**src/rtl/ss_readback_decoder.sv**
```systemverilog
// ss_readback_decoder
//
// Reads a time-multiplexed, active-low seven-segment bus back into hex nibbles.
// Each (seg_in, digit_sel) pair is registered, then must stay identical for
// STABLE_CYCLES consecutive samples before it is committed to its digit slot.
// Patterns that are neither a hex glyph nor blank raise err / err_sticky.
//
// Optional feature: define SS_DECODE_ERR_COUNT_EN to build the saturating
// 8-bit illegal-pattern counter on err_count. When undefined, err_count is
// tied to zero.

module ss_readback_decoder #(
    parameter int NUM_DIGITS    = 4,
    parameter int STABLE_CYCLES = 8
) (
    input  logic                    clk,
    input  logic                    reset_n,
    input  logic [6:0]              seg_in,
    input  logic [NUM_DIGITS-1:0]   digit_sel,
    input  logic                    err_clr,
    output logic [4*NUM_DIGITS-1:0] value_out,
    output logic [NUM_DIGITS-1:0]   digit_valid,
    output logic                    upd_valid,
    output logic [2:0]              upd_digit,
    output logic                    upd_blank,
    output logic                    err,
    output logic                    err_sticky,
    output logic [7:0]              err_count
);

    // FSM encoding
    localparam logic [1:0] ST_IDLE  = 2'd0;
    localparam logic [1:0] ST_TRACK = 2'd1;
    localparam logic [1:0] ST_DONE  = 2'd2;

    localparam logic [7:0] STABLE_LIMIT = 8'(STABLE_CYCLES);

    // Input sample pair and the pair from the previous cycle
    logic [6:0]            seg_smp_reg;
    logic [NUM_DIGITS-1:0] sel_smp_reg;
    logic [6:0]            seg_prev_reg;
    logic [NUM_DIGITS-1:0] sel_prev_reg;

    // Settle tracking
    logic [1:0] state_reg;
    logic [1:0] state_next;
    logic [7:0] stable_cnt_reg;
    logic [7:0] stable_cnt_next;

    // Decoded view of the current sample
    logic       glyph_hex;
    logic       glyph_blank;
    logic [3:0] glyph_nib;
    logic       sel_onehot;
    logic [3:0] sel_ones;
    logic [2:0] sel_idx;
    logic       sample_same;

    // Commit strobes
    logic commit;
    logic commit_hex;
    logic commit_blank;
    logic commit_bad;

    // Registered status outputs
    logic       upd_valid_reg;
    logic [2:0] upd_digit_reg;
    logic       upd_blank_reg;
    logic       err_reg;
    logic       err_sticky_reg;

    // Register the bus and keep one cycle of history for the stability compare
    always_ff @(posedge clk) begin
        if (!reset_n) begin
            seg_smp_reg  <= '0;
            sel_smp_reg  <= '0;
            seg_prev_reg <= '0;
            sel_prev_reg <= '0;
        end else begin
            seg_smp_reg  <= seg_in;
            sel_smp_reg  <= digit_sel;
            seg_prev_reg <= seg_smp_reg;
            sel_prev_reg <= sel_smp_reg;
        end
    end

    // Glyph lookup on the sampled segments (pattern shown as g..a, active-low)
    always_comb begin
        glyph_hex   = 1'b1;
        glyph_blank = 1'b0;
        glyph_nib   = 4'h0;
        case (seg_smp_reg)
            7'h40:   glyph_nib = 4'h0;
            7'h79:   glyph_nib = 4'h1;
            7'h24:   glyph_nib = 4'h2;
            7'h30:   glyph_nib = 4'h3;
            7'h19:   glyph_nib = 4'h4;
            7'h12:   glyph_nib = 4'h5;
            7'h02:   glyph_nib = 4'h6;
            7'h78:   glyph_nib = 4'h7;
            7'h00:   glyph_nib = 4'h8;
            7'h10:   glyph_nib = 4'h9;
            7'h08:   glyph_nib = 4'hA;
            7'h03:   glyph_nib = 4'hB;
            7'h46:   glyph_nib = 4'hC;
            7'h21:   glyph_nib = 4'hD;
            7'h06:   glyph_nib = 4'hE;
            7'h0E:   glyph_nib = 4'hF;
            7'h7F: begin
                glyph_hex   = 1'b0;
                glyph_blank = 1'b1;
            end
            default: glyph_hex = 1'b0;
        endcase
    end

    // One-hot check and digit index of the sampled select
    always_comb begin
        sel_ones = 4'd0;
        sel_idx  = 3'd0;
        for (int i = 0; i < NUM_DIGITS; i++) begin
            if (sel_smp_reg[i]) begin
                sel_ones = sel_ones + 4'd1;
                sel_idx  = 3'(i);
            end
        end
        sel_onehot  = (sel_ones == 4'd1);
        sample_same = (seg_smp_reg == seg_prev_reg) && (sel_smp_reg == sel_prev_reg);
    end

    // Settle FSM: count identical one-hot samples, commit once at the limit
    always_comb begin
        state_next      = state_reg;
        stable_cnt_next = stable_cnt_reg;
        commit          = 1'b0;
        if (!sel_onehot) begin
            // Blanking gap or overlapping selects: nothing to track
            state_next      = ST_IDLE;
            stable_cnt_next = 8'd0;
        end else if (state_reg == ST_DONE) begin
            // Already committed this pair; only a new pair restarts tracking
            if (!sample_same) begin
                state_next      = ST_TRACK;
                stable_cnt_next = 8'd1;
            end
        end else begin
            if ((state_reg == ST_TRACK) && sample_same) begin
                stable_cnt_next = (stable_cnt_reg >= STABLE_LIMIT) ? STABLE_LIMIT
                                                                   : stable_cnt_reg + 8'd1;
            end else begin
                stable_cnt_next = 8'd1;
            end
            state_next = ST_TRACK;
            if (stable_cnt_next == STABLE_LIMIT) begin
                commit     = 1'b1;
                state_next = ST_DONE;
            end
        end
    end

    assign commit_hex   = commit && glyph_hex;
    assign commit_blank = commit && glyph_blank;
    assign commit_bad   = commit && !glyph_hex && !glyph_blank;

    // FSM state and settle counter
    always_ff @(posedge clk) begin
        if (!reset_n) begin
            state_reg      <= ST_IDLE;
            stable_cnt_reg <= 8'd0;
        end else begin
            state_reg      <= state_next;
            stable_cnt_reg <= stable_cnt_next;
        end
    end

    // Per-digit result slots: hex writes the nibble, blank only drops valid
    generate
        for (genvar gi = 0; gi < NUM_DIGITS; gi++) begin : g_slot
            logic [3:0] nib_reg;
            logic       vld_reg;

            // Update this slot when a commit targets it
            always_ff @(posedge clk) begin
                if (!reset_n) begin
                    nib_reg <= 4'h0;
                    vld_reg <= 1'b0;
                end else if (commit_hex && sel_smp_reg[gi]) begin
                    nib_reg <= glyph_nib;
                    vld_reg <= 1'b1;
                end else if (commit_blank && sel_smp_reg[gi]) begin
                    vld_reg <= 1'b0;
                end
            end

            assign value_out[4*gi +: 4] = nib_reg;
            assign digit_valid[gi]      = vld_reg;
        end
    endgenerate

    // Update pulse and the index/blank qualifiers of the latest legal commit
    always_ff @(posedge clk) begin
        if (!reset_n) begin
            upd_valid_reg <= 1'b0;
            upd_digit_reg <= 3'd0;
            upd_blank_reg <= 1'b0;
        end else begin
            upd_valid_reg <= commit_hex || commit_blank;
            if (commit_hex || commit_blank) begin
                upd_digit_reg <= sel_idx;
                upd_blank_reg <= commit_blank;
            end
        end
    end

    // Illegal-pattern pulse and sticky flag; a same-edge commit beats err_clr
    always_ff @(posedge clk) begin
        if (!reset_n) begin
            err_reg        <= 1'b0;
            err_sticky_reg <= 1'b0;
        end else begin
            err_reg <= commit_bad;
            if (commit_bad) begin
                err_sticky_reg <= 1'b1;
            end else if (err_clr) begin
                err_sticky_reg <= 1'b0;
            end
        end
    end

`ifdef SS_DECODE_ERR_COUNT_EN
    logic [7:0] err_count_reg;

    // Saturating illegal-commit counter; a clear and a commit together leave 1
    always_ff @(posedge clk) begin
        if (!reset_n) begin
            err_count_reg <= 8'd0;
        end else if (commit_bad) begin
            if (err_clr) begin
                err_count_reg <= 8'd1;
            end else if (err_count_reg != 8'hFF) begin
                err_count_reg <= err_count_reg + 8'd1;
            end
        end else if (err_clr) begin
            err_count_reg <= 8'd0;
        end
    end

    assign err_count = err_count_reg;
`else
    assign err_count = 8'd0;
`endif

    assign upd_valid  = upd_valid_reg;
    assign upd_digit  = upd_digit_reg;
    assign upd_blank  = upd_blank_reg;
    assign err        = err_reg;
    assign err_sticky = err_sticky_reg;

endmodule
```
**config.mk**
```make
export PLATFORM = sky130hd
export DESIGN_NAME = ss_readback_decoder
export DESIGN_NICKNAME = d
export VERILOG_FILES = /design/src/rtl/ss_readback_decoder.sv
export SDC_FILE = /design/constraint.sdc
export NUM_CORES = 1
export LEC_CHECK = 0
export BUFFER_PORTS_ARGS = -buffer_cell sky130_fd_sc_hd__buf_4
export CAP_MARGIN = 20
export CORE_UTILIZATION = 55
export CTS_CLUSTER_DIAMETER = 60
export DETAILED_ROUTE_END_ITERATION = 16
export HOLD_SLACK_MARGIN = 0.15
export PLACE_DENSITY = 0.79
export SLEW_MARGIN = 20
export SYNTH_ARGS = -nofsm -noshare
export SYNTH_HDL_FRONTEND = slang
export SYNTH_SLANG_ARGS = --single-unit
```
**constraint.sdc**
```tcl
create_clock -name clk -period 3.04 [get_ports clk]
set_input_delay 0.304 -clock clk [delete_from_list [all_inputs] [get_ports clk]]
set_output_delay 0.304 -clock clk [all_outputs]
set_load 0.02 [all_outputs]
```
### Yosys cells after proc, flatten, opt, wreduce, memory -nomap -nowiden

Index checks and enable logic that the tools add are counted.

| word-level totals | value |
|---|---|
| bits in registers | 59 |
| bits in latches | 0 |
| bits in writable memories | 0 |
| bits in read-only memories | 0 |
| bits of input ports | 14 |
| output and inout port bits | 35 |
| logic and storage cells | 104 |
| memories kept | 0 |

| cells by class | value |
|---|---|
| $add $sub $neg | 4 |
| multiply operators | 0 |
| div/mod/pow operators | 0 |
| magnitude comparators | 1 |
| equal/unequal tests | 23 |
| shift operators | 0 |
| mux-type cells | 32 |
| bitwise operators | 0 |
| reduce and logical (&&, ||, !) cells | 25 |

Operator list:

| kind | count |
|---|---|
| case mux 4 bit (15 select lines) | 1 |
| 2-to-1 mux 8 bit | 6 |
| == test 7 bit (second input constant) | 5 |
| == test 7 x 5 -> 1 bit (second input constant) | 3 |
| == test 7 x 6 -> 1 bit (second input constant) | 3 |
| 2-to-1 mux 1 bit | 17 |
| OR reduction 16 bit | 1 |
| == test 7 x 2 -> 1 bit (second input constant) | 2 |
| == test 7 x 4 -> 1 bit (second input constant) | 2 |
| logical AND 1 bit | 14 |
| adder 4 x 1 -> 4 bit (second input constant) | 3 |
| 2-to-1 mux 4 bit | 3 |
| nonzero test 2 bit | 5 |
| adder 8 x 1 -> 8 bit (second input constant) | 1 |
| == test 8 x 4 -> 1 bit (second input constant) | 1 |
| greater-or-equal comparator 8 x 4 -> 1 bit (second input constant) | 1 |
| == test 7 x 3 -> 1 bit (second input constant) | 1 |
| == test 7 bit | 1 |
| zero test 7 bit | 1 |
| 2-to-1 mux 2 bit | 3 |
| 2-to-1 mux 3 bit | 2 |
| == test 4 x 1 -> 1 bit (second input constant) | 1 |
| == test 4 bit | 1 |
| == test 2 x 1 -> 1 bit (second input constant) | 1 |
| 5 further kinds | 6 |

### Logic depth before layout (Yosys ltp)

Gate-level depths: netlist (run 1).

| depth | value |
|---|---|
| word-level depth | 17 |
| gate-level depth with buffers | 11 |
| mapped depth without buffers | 10 |

### Worst setup path after synthesis (run 1)

OpenSTA, ideal clock, no wires.

| timing | value |
|---|---|
| kind | register to register |
| from | reg sel_smp_reg[0] |
| to | reg g_slot[2].nib_reg[0] |
| setup time | 0.122 ns |
| arrival | 2.585 ns |
| required time | 2.918 ns |
| path slack | 0.333 ns |
| cell stages (with the launch flop) | 12 |
| buffers on the path | 1 |
| clock period less this slack | 2.707 ns |
| cell sequence | dfxtp_1 > inv_1 > ha_1 > xor2_1 > ha_1 > xnor2_1 > a31oi_1 > o32a_1 > clkbuf_1 > nor4_2 > nand3b_1 > mux2i_1 |

| on the way | value |
|---|---|
| cells in the longest elaborated chain, start to end | 12 |
| elaborated cells on any way between the ends | 20 |
| those cells by class | add/sub: 3; eq/ne: 3; mux: 10; reduce/logical: 4 |

Ends and longest elaborated chain:

| what | RTL line | source |
|---|---|---|
| from (decl) | 40 | `logic [NUM_DIGITS-1:0] sel_smp_reg;` |
| from (signal assigned) | 81 | `sel_smp_reg <= digit_sel;` |
| branches (longest 9 deep; another with adder 4 x 1 -> 4 bit) | -- |  |
| 2-to-1 mux 1 bit (*) | 136 | `if (!sel_onehot) begin` |
| logical AND 1 bit (*) | 161 | `assign commit_hex = commit && glyph_hex;` |
| logical AND 1 bit (*) | 187 | `end else if (commit_hex && sel_smp_reg[gi]) begin` |
| to (signal assigned) | 188 | `nib_reg <= glyph_nib;` |
| to (decl) | 179 | `logic [3:0] nib_reg;` |

Mark *: on every way between the ends. The select of a mux whose other input is x is not followed.
A chain may end at the register's enable or synchronous reset.

### Worst setup path in the final report (run 1)

| timing | value |
|---|---|
| from | reg sel_smp_reg[1] |
| to | reg g_slot[3].nib_reg[3] |

| on the way | value |
|---|---|
| cells in the longest elaborated chain, start to end | 12 |
| elaborated cells on any way between the ends | 18 |
| those cells by class | add/sub: 2; eq/ne: 3; mux: 9; reduce/logical: 4 |

Ends and longest elaborated chain:

| what | RTL line |
|---|---|
| branches (longest 9 deep; another with adder 4 x 1 -> 4 bit) | -- |
| 2-to-1 mux 1 bit (*) | 136 |
| logical AND 1 bit (*) | 161 |
| logical AND 1 bit (*) | 187 |
| to (signal assigned) | 188 |
| to (decl) | 179 |

Marked as above.

==> results of run 1 <==
==> cells by family after synthesis <==
logic type	Yosys count
muxes	18
DFF	58
xor gates and xnor gates	13
and+or+nand+nor	133
other	1
adders and majority gates	5
buffers and inverters	38
AOI/OAI and AO/OA	40
==> power breakdown <==
part	switching (mW)	internal, mW	leakage, nW	total [mW]
Sequential	0.0230	0.776	0.472	0.799
Combinational	0.0917	0.0661	0.843	0.158
Clock	0.306	0.481	0.109	0.787
Total	0.421	1.32	1.42	1.74
==> layout make-up <==
cell class / count / area [µm²] / area share
timing repair buffer: 46 / 345 / 0.105
inverter: 7 / 26.3 / 0.00800
sequential: 58 / 1160 / 0.354
clock inverter: 5 / 77.6 / 0.0236
multi-input combinational: 218 / 1450 / 0.441
clock buffer: 11 / 141 / 0.0431
tap: 67 / 83.8 / 0.0255
==> per-layer routing <==
metal  routed length, µm  GRT usage  vias up  share of wire
met5                   0          0        -              0
met3                 235     0.0497       14          0.042
met2                2540      0.345       61           0.45
li1                    -          -     1105              -
met1                2700      0.303     1042           0.48
met4                 123      0.131        0          0.022
==> metrics by stage <==
step / power (mW) / util / worst slack, ns
global placement: 0.966 / 0.638 / 0.197
detailed placement: 0.970 / 0.638 / 0.0483
global route: 1.81 / 0.686 / 0.0456
CTS: 1.75 / 0.684 / 0.0249
floorplan: 0.941 / - / 0.333
finish: 1.74 / 0.686 / 0.158
==> worst register-to-register path: cells and delay by family, from the launching register on <==
| family | cells | cell delay, ns |
|---|---|---|
| AOI/OAI and AO/OA | 2 | 0.53 |
| DFF | 1 | 0.44 |
| adders and majority gates | 2 | 0.58 |
| xor gates and xnor gates | 2 | 0.34 |
| buffers and inverters | 1 | 0.11 |
| muxes | 1 | 0.15 |
| and+or+nand+nor | 1 | 0.61 |
==> placed cells by master, fill, tap and decap left out, drive strengths merged, types with 9 or more instances in the layout <==
cell / n
and2: 28
nand2: 31
xor2: 12
clkbuf: 11
buf: 46
nor2: 21
nor3: 12
dfxtp: 58
o21ai: 9
conb: 9
mux2i: 18
==> worst paths after layout <==
path | start | endpoint | slack (ns) | cells after the start
setup / recovery | sel_smp_reg[1] | g_slot[3].nib_reg[3] | 0.16 | 9
hold reg to reg | stable_cnt_reg[6] | stable_cnt_reg[6] | 0.46 | 1
hold / removal | seg_in[3] | seg_smp_reg[3] | 0.17 | 2
setup reg to reg | sel_smp_reg[1] | g_slot[3].nib_reg[3] | 0.16 | 9
==> impl_metrics.ini, run 1 <==
[placed_design]
dpl.cell_count = 396
dp_hpwl_um = 3900
gp_congestion = 0.804
place_area_um2 = 3050
placement.io_buffers = 39

[timing]
finClkSkew_ns = 0.00812
period_needed_ns = 2.88
slew_viol_final = 0
finalHoldWorstSlack_ns = 0.173
slew_headroom = 0.523
hold_viol = 0
period_share = 0.948
rsz0062_at_grt = false
setup_viol_count_final = 0
setup_tns_ns = 0
timing.fmax_mhz = 347
tightest_slew_ns = 0.708

[worst_hold_path]
holdCritPathClass = input pin to flip-flop

[routing]
drt_iter0_drc = 115
routed_wl_um = 5600
routedWlPerCell_um = 13.6
drc = 0
drt_first_pass_iters = 4
vias = 2222
drt.antenna.violating_nets = 0
viasPerCell = 5.39

[finish]
area_delta_synth_final_pct = 18.3
largest_register_ffs = 16
final.fill_count = 376
instances_no_fill = 412
diodes = 0
layout-drive-gt1-share = 0.214
nNetsFinal = 359
fin_area_um2 = 3280

[cts]
path_clk_slew_ns = 0.07
clock_path_buffers = 2
numCtsBuffers = 9
clk_latency_ns = 0.34
cts_tree = built
cts.sinks = 58
postCtsHoldBufs = 0
cts_max_level = 3
postCtsSetupBuffers = 0
cts_resized = 0
clockRootBuffer = clkbuf_8

[die]
initial_core_util = 0.580
core_um2 = 4790
ios = 49
die_h_um = 73.1
die_area_um2 = 5340
dieWidth_um = 73.1
fp-row-count = 25

[setup_path]
critical_path.most_common_cell = ha_1
cpLargestDelayFamily = simple AND/OR/NAND/NOR gates
crit_type = flip-flop to flip-flop
startpoint_type = flip-flop
slowest_stage = or4_1
critPathBufInv = 1
slowest_delay_ns = 0.61
required_ns = 3.24
path_max_fanout = 11
crit_chain = inv_1 -> ha_1 -> xor2_1 -> ha_1 -> xnor2_1 -> a31oi_1 -> o32a_2 -> or4_1 -> mux2i_1
critPathCaptureType = flip-flop
critPathArrivalTime_ns = 3.08

[grt]
grt_max_degree = 55
grt_pass1_wl_um = 9140
overflow = 0
grtUsageTotal = 0.229
antenna_found_initial = 0
first_global_vias = 2012

[power]
p_leak_nw = 1.42
max-vdd-ir-drop_uv = 518
p_per_area_nw_per_um2 = 531

[synthesis]
synth.distinct_cells = 53
synth-seq-cells = 58
yosysTopAreaCell = dfxtp_1
post-synth-top-area-fraction = 0.418
synth_edf_count = 0
synth_fa_ha_area_frac = 0.0225
yosysSeqAreaShare = 0.418
synth_cells = 306
synthMuxAreaShare = 0.0649
synthTopCellsByCount = 58 x dfxtp_1, 31 x nand2_1, 28 x and2_1
synth_top_family_by_area = simple AND/OR/NAND/NOR gates
netlist_top_cells_area = dfxtp_1 42%, mux2i_1 6.5%, and2_1 6.3%, nand2_1 4.2%, xor2_1 3.8%
synth_area_per_cell_um2 = 9.07
ys.flop_type = dfxtp_1
yosysMostFrequentCell = dfxtp_1
synth_area_um2 = 2780
yosysWarnings = 0
synth_compound_area_frac = 0.101
yosys.area_share.simple = 0.276
synthXorXnorAreaFrac = 0.0410
async_flop_share = 0

[run]
maxCapViolCount = 0

[run_status]
outcome = finished clean
(Power assumes the default switching activity.)
==> inputs of run 2 (changes only) <==
ABC_AREA = 1   (was default)
CORE_ASPECT_RATIO = 0.7   (was default)
PLACE_DENSITY = 0.78   (was 0.79)
==> run 2 against run 1 <==
Sequential cell count is the same. Register-to-register slack gained 0.18 ns. Largest power group unchanged. Synthesized cell count grew 43%. Critical endpoint is now g_slot[3].nib_reg[1]. Worst hold slack lost 0.012 ns. Clock power shrank 28%. Fmax grew 6.6%. Clock skew shrank 0.0042 ns. Die area grew 6.4%. Combinational power grew 8%. Sequential share of layout area shrank 1.5 points.
==> impl_metrics.ini, run 2 <==
[cts]
cts.sinks = 58
path_clk_slew_ns = 0.06
clockRootBuffer = clkbuf_8
postCtsSetupBuffers = 0
clk_latency_ns = 0.33
cts_max_level = 3
numCtsBuffers = 9
cts_tree = built
clock_path_buffers = 2

[routing]
routed_wl_um = 6210
viasPerCell = 4.77
routedWlPerCell_um = 11.3
vias = 2623
drt_iter0_drc = 149
drt.antenna.violating_nets = 0
drt_first_pass_iters = 6
drc = 0

[synthesis]
post-synth-top-area-fraction = 0.393
synth_fa_ha_area_frac = 0.0212
synthMuxAreaShare = 0
synth_edf_count = 0
synthTopCellsByCount = 137 x nand2_1, 83 x inv_1, 58 x dfxtp_1
netlist_top_cells_area = dfxtp_1 39%, nand2_1 17%, inv_1 11%, nor2_1 6.0%, buf_4 3.8%
yosysSeqAreaShare = 0.393
synth.distinct_cells = 31
synth_area_um2 = 2960
synth-seq-cells = 58
yosys.area_share.simple = 0.350
synthXorXnorAreaFrac = 0.0237
yosysWarnings = 0
synth_area_per_cell_um2 = 6.75
synth_cells = 438
yosysMostFrequentCell = nand2_1
ys.flop_type = dfxtp_1
yosysTopAreaCell = dfxtp_1
synth_top_family_by_area = simple AND/OR/NAND/NOR gates
async_flop_share = 0
synth_compound_area_frac = 0.0419

[die]
die_h_um = 63.3
ios = 49
dieWidth_um = 89.6
initial_core_util = 0.595
core_um2 = 4970
fp-row-count = 21
die_area_um2 = 5680

[grt]
first_global_vias = 2393
grtUsageTotal = 0.246
grt_max_degree = 44
overflow = 0
antenna_found_initial = 0
grt_pass1_wl_um = 10400

[timing]
rsz0062_at_grt = false
hold_viol = 0
finalHoldWorstSlack_ns = 0.161
layout_setup_ws_ns = 0.336
timing.fmax_mhz = 370
period_share = 0.889
finClkSkew_ns = 0.00389
slew_viol_final = 0
period_needed_ns = 2.70
slew_headroom = 0.547
tightest_slew_ns = 0.675
setup_tns_ns = 0
setup_viol_count_final = 0

[power]
p_leak_nw = 1.81
max-vdd-ir-drop_uv = 278
p_per_area_nw_per_um2 = 447
power_mw = 1.53

[finish]
layout-drive-gt1-share = 0.160
final_common_cell = nand2_1
final.fill_count = 419
final_cell_mix = 137 x nand2_1, 83 x inv_1, 58 x dfxtp_1
fin_area_um2 = 3430
area_delta_synth_final_pct = 16.1
largest_register_ffs = 16
nNetsFinal = 499
diodes = 0

[setup_path]
slowest_stage = dfxtp_1
critPathArrivalTime_ns = 2.98
path_max_fanout = 6
slowest_delay_ns = 0.47
critical_path.most_common_cell = nand2_1
critPathCaptureType = flip-flop
crit_chain = inv_1 -> ha_1 -> xnor2_1 -> inv_1 -> ha_1 -> nand2_1 -> xnor2_1 -> o21ai_1 -> nor3_4 -> nand3_2 -> nand2_1 -> nand2_1 -> nor2_1
startpoint_type = flip-flop
crit_type = flip-flop to flip-flop
required_ns = 3.31

[placed_design]
placement.io_buffers = 39
place_area_um2 = 3210
dp_hpwl_um = 4570
gp_congestion = 0.998
place_ws_ns = 0.360

[run_status]
outcome = finished clean

[worst_hold_path]
holdCritPathClass = input pin to flip-flop

[run]
maxCapViolCount = 0
run 2: path summary, 6_finish.rpt:
path / slack [ns] / startpoint / depth (start not counted) / endpoint
max: 0.34 / sel_smp_reg[0] / 13 / g_slot[3].nib_reg[1]
min: 0.16 / seg_in[4] / 3 / seg_smp_reg[4]
min reg2reg: 0.44 / stable_cnt_reg[4] / 2 / stable_cnt_reg[4]
max reg2reg: 0.34 / sel_smp_reg[0] / 13 / g_slot[3].nib_reg[1]
run 2: repair_timing:
item,in CTS,in global routing
gates resized for setup,0,0
hold buffers,7,0
endpoints found under the hold margin,7,0
run 2: through the flow:
| step | instances | utilization |
|---|---|---|
| 4_1_cts | 550 | 0.691 |
| 3_5_place_dp | 531 | 0.647 |
| 6_report | 550 | 0.691 |
| 3_3_place_gp | 531 | 0.647 |
| 2_1_floorplan | 446 | - |
| 5_1_grt | 550 | 0.691 |
run 2: power by group:
| group | switching (mW) | internal (mW) |
|---|---|---|
| combinational | 0.113 | 0.0572 |
| clock | 0.267 | 0.298 |
| sequential | 0.0211 | 0.777 |
| total | 0.401 | 1.13 |
run 2: cell families (layout without fill, tap and decap cells):
family	Yosys count	in the layout
AOI/OAI and AO/OA	21	21
and+or+nand+nor	230	230
other	1	9
xor gates and xnor gates	8	8
adders and majority gates	5	5
DFF	58	58
buffers and inverters	115	150
run 2: per-layer routing:
layer	wire length, µm	GRT usage	part of all wire	up-vias
met1	2940	0.327	0.47	1171
met3	440	0.0865	0.071	14
met4	102	0.0794	0.016	0
met5	0	0	0	-
li1	-	-	-	1355
met2	2730	0.368	0.44	83
run 2: critical path: cells and delay by family, from the launching register on:
kind	cells	cell delay [ns]
simple gates	6	0.93
fa+ha+maj	2	0.54
flops	1	0.47
xor+xnor	2	0.35
buf+inv	2	0.20
compound gates	1	0.15
run 2: layout make-up:
cell class | count | area, µm² | share of cell area
multi-input combinational | 273 | 1330 | 0.386
sequential | 58 | 1160 | 0.338
timing repair buffer | 47 | 370 | 0.108
inverter | 91 | 342 | 0.0996
clock buffer | 11 | 141 | 0.0412
tap | 69 | 86.3 | 0.0252
clock inverter | 1 | 5.00 | 0.00146
==> inputs of run 3 (changes only) <==
ABC_AREA = default   (was 1)
PLACE_DENSITY = 0.79   (was 0.78)
==> run 3 against run 2 <==
Critical path type unchanged. Clock power increased by 37%. Die area decreased by 5.9%. Wire length decreased by 7.4%. First-iteration DRC count decreased by 14%. Largest power group unchanged.
==> impl_metrics.ini, run 3 (synthesis results as in run 1) <==
[finish]
diodes = 0
final.fill_count = 388
final_cell_mix = 58 x dfxtp_1, 43 x buf_4, 31 x nand2_1
fin_area_um2 = 3260
largest_register_ffs = 16
area_delta_synth_final_pct = 17.5
nNetsFinal = 356
fin_util = 0.678
instances_no_fill = 411
final_common_cell = dfxtp_1
layout-drive-gt1-share = 0.211

[grt]
first_global_vias = 1962
grt_pass1_wl_um = 9270
grtUsageTotal = 0.236
overflow = 0
antenna_found_initial = 0
grt_max_degree = 55

[run]
maxCapViolCount = 0

[timing]
period_needed_ns = 2.89
finalHoldWorstSlack_ns = 0.168
setup_tns_ns = 0
timing.fmax_mhz = 346
period_share = 0.950
tightest_slew_ns = 0.726
finClkSkew_ns = 0.00739
slew_viol_final = 0
setup_viol_count_final = 0
hold_viol = 0
slew_headroom = 0.514

[die]
initial_core_util = 0.577
fp-row-count = 21
core_um2 = 4810
ios = 49
die_area_um2 = 5340
die_h_um = 61.4
dieWidth_um = 86.9

[routing]
drt_first_pass_iters = 4
routed_wl_um = 5750
drt_iter0_drc = 128
viasPerCell = 5.33
vias = 2190
drt.antenna.violating_nets = 0
drc = 0
routedWlPerCell_um = 14.0

[setup_path]
critPathArrivalTime_ns = 3.13
r2r-start = sel_smp_reg[1]
slowest_delay_ns = 0.46
critical_path.most_common_cell = ha_1
required_ns = 3.29
crit_type = flip-flop to flip-flop
crit_chain = inv_1 -> ha_1 -> xor2_1 -> ha_1 -> xnor2_1 -> a31oi_1 -> o32a_2 -> nor4_4 -> nand3b_1 -> a21boi_0
critPathCaptureType = flip-flop
r2r_cells = 10
slowest_stage = o32a_2
r2r_end = g_slot[1].vld_reg
path_max_fanout = 11
reg2reg_slack_ns = 0.15
startpoint_type = flip-flop

[power]
p_leak_nw = 1.42
max-vdd-ir-drop_uv = 319
p_per_area_nw_per_um2 = 531

[cts]
postCtsHoldBufs = 0
cts_tree = built
cts_max_level = 3
clockRootBuffer = clkbuf_8
clock_path_buffers = 2
postCtsSetupBuffers = 0
path_clk_slew_ns = 0.07
cts.sinks = 58
clk_latency_ns = 0.34
numCtsBuffers = 9

[run_status]
outcome = finished clean

[worst_hold_path]
hold_end = seg_smp_reg[4]
hold_path_depth = 2
hp-start = seg_in[4]
holdCritPathClass = input pin to flip-flop

[placed_design]
gp_congestion = 0.836
dp_hpwl_um = 4060
dpl.cell_count = 395
placement.io_buffers = 39
place_area_um2 = 3030
## run 3: critical path, delay by kind of cell, from the launching register on
kind	cells	cell delay (ns)
buf+inv	1	0.07
flops	1	0.34
simple gates	2	0.64
xor+xnor	2	0.36
compound gates	3	0.82
fa+ha+maj	2	0.57
## run 3: cell type report
class	count	area, µm²	share of cell area
Clock buffer	10	138	0.0422
Clock inverter	6	80.1	0.0245
Inverter	7	26.3	0.00806
Multi-Input combinational cell	218	1450	0.444
Sequential cell	58	1160	0.356
Tap cell	69	86.3	0.0265
Timing Repair Buffer	43	323	0.0990
## run 3: per-layer routing
| metal | global-route usage | up-vias | part of all wire |
|---|---|---|---|
| met4 | 0.105 | 0 | 0.016 |
| met1 | 0.305 | 1028 | 0.48 |
| met2 | 0.363 | 58 | 0.45 |
| met3 | 0.0791 | 11 | 0.055 |
| met5 | 0 | - | 0 |
| li1 | - | 1093 | - |
## run 3: worst max path at each step
| stage | slack (ns) | start | end | cells past startpoint |
|---|---|---|---|---|
| finish | 0.15 | sel_smp_reg[1] | g_slot[1].vld_reg | 10 |
| global route | -0.04 | sel_smp_reg[1] | g_slot[1].vld_reg | 11 |
| CTS | 0.02 | sel_smp_reg[1] | g_slot[1].vld_reg | 10 |
| detailed placement | 0.09 | sel_smp_reg[1] | g_slot[1].vld_reg | 10 |
| global placement | 0.31 | sel_smp_reg[0] | g_slot[3].nib_reg[1] | 10 |
| floorplan | 0.33 | sel_smp_reg[0] | g_slot[2].nib_reg[0] | 11 |
## run 3: through the flow
stage               power (mW)  setup WS [ns]
floorplan                0.941          0.333
global placement         0.962          0.309
detailed placement       0.967         0.0947
CTS                       1.74         0.0174
global route              1.80        -0.0439
finish                    1.73          0.151
## run 3: timing repair
item | 4_1_cts | 5_1_grt
setup endpoints to repair | 0 | 12
hold endpoints to repair | 0 | 0
gates resized for setup | 0 | 2
## run 3: report_power, final
| part | total (mW) | leakage [nW] | switching (mW) | internal, mW |
|---|---|---|---|---|
| logic | 0.152 | 0.828 | 0.0883 | 0.0632 |
| clock network | 0.775 | 0.116 | 0.298 | 0.477 |
| registers | 0.804 | 0.472 | 0.0274 | 0.776 |
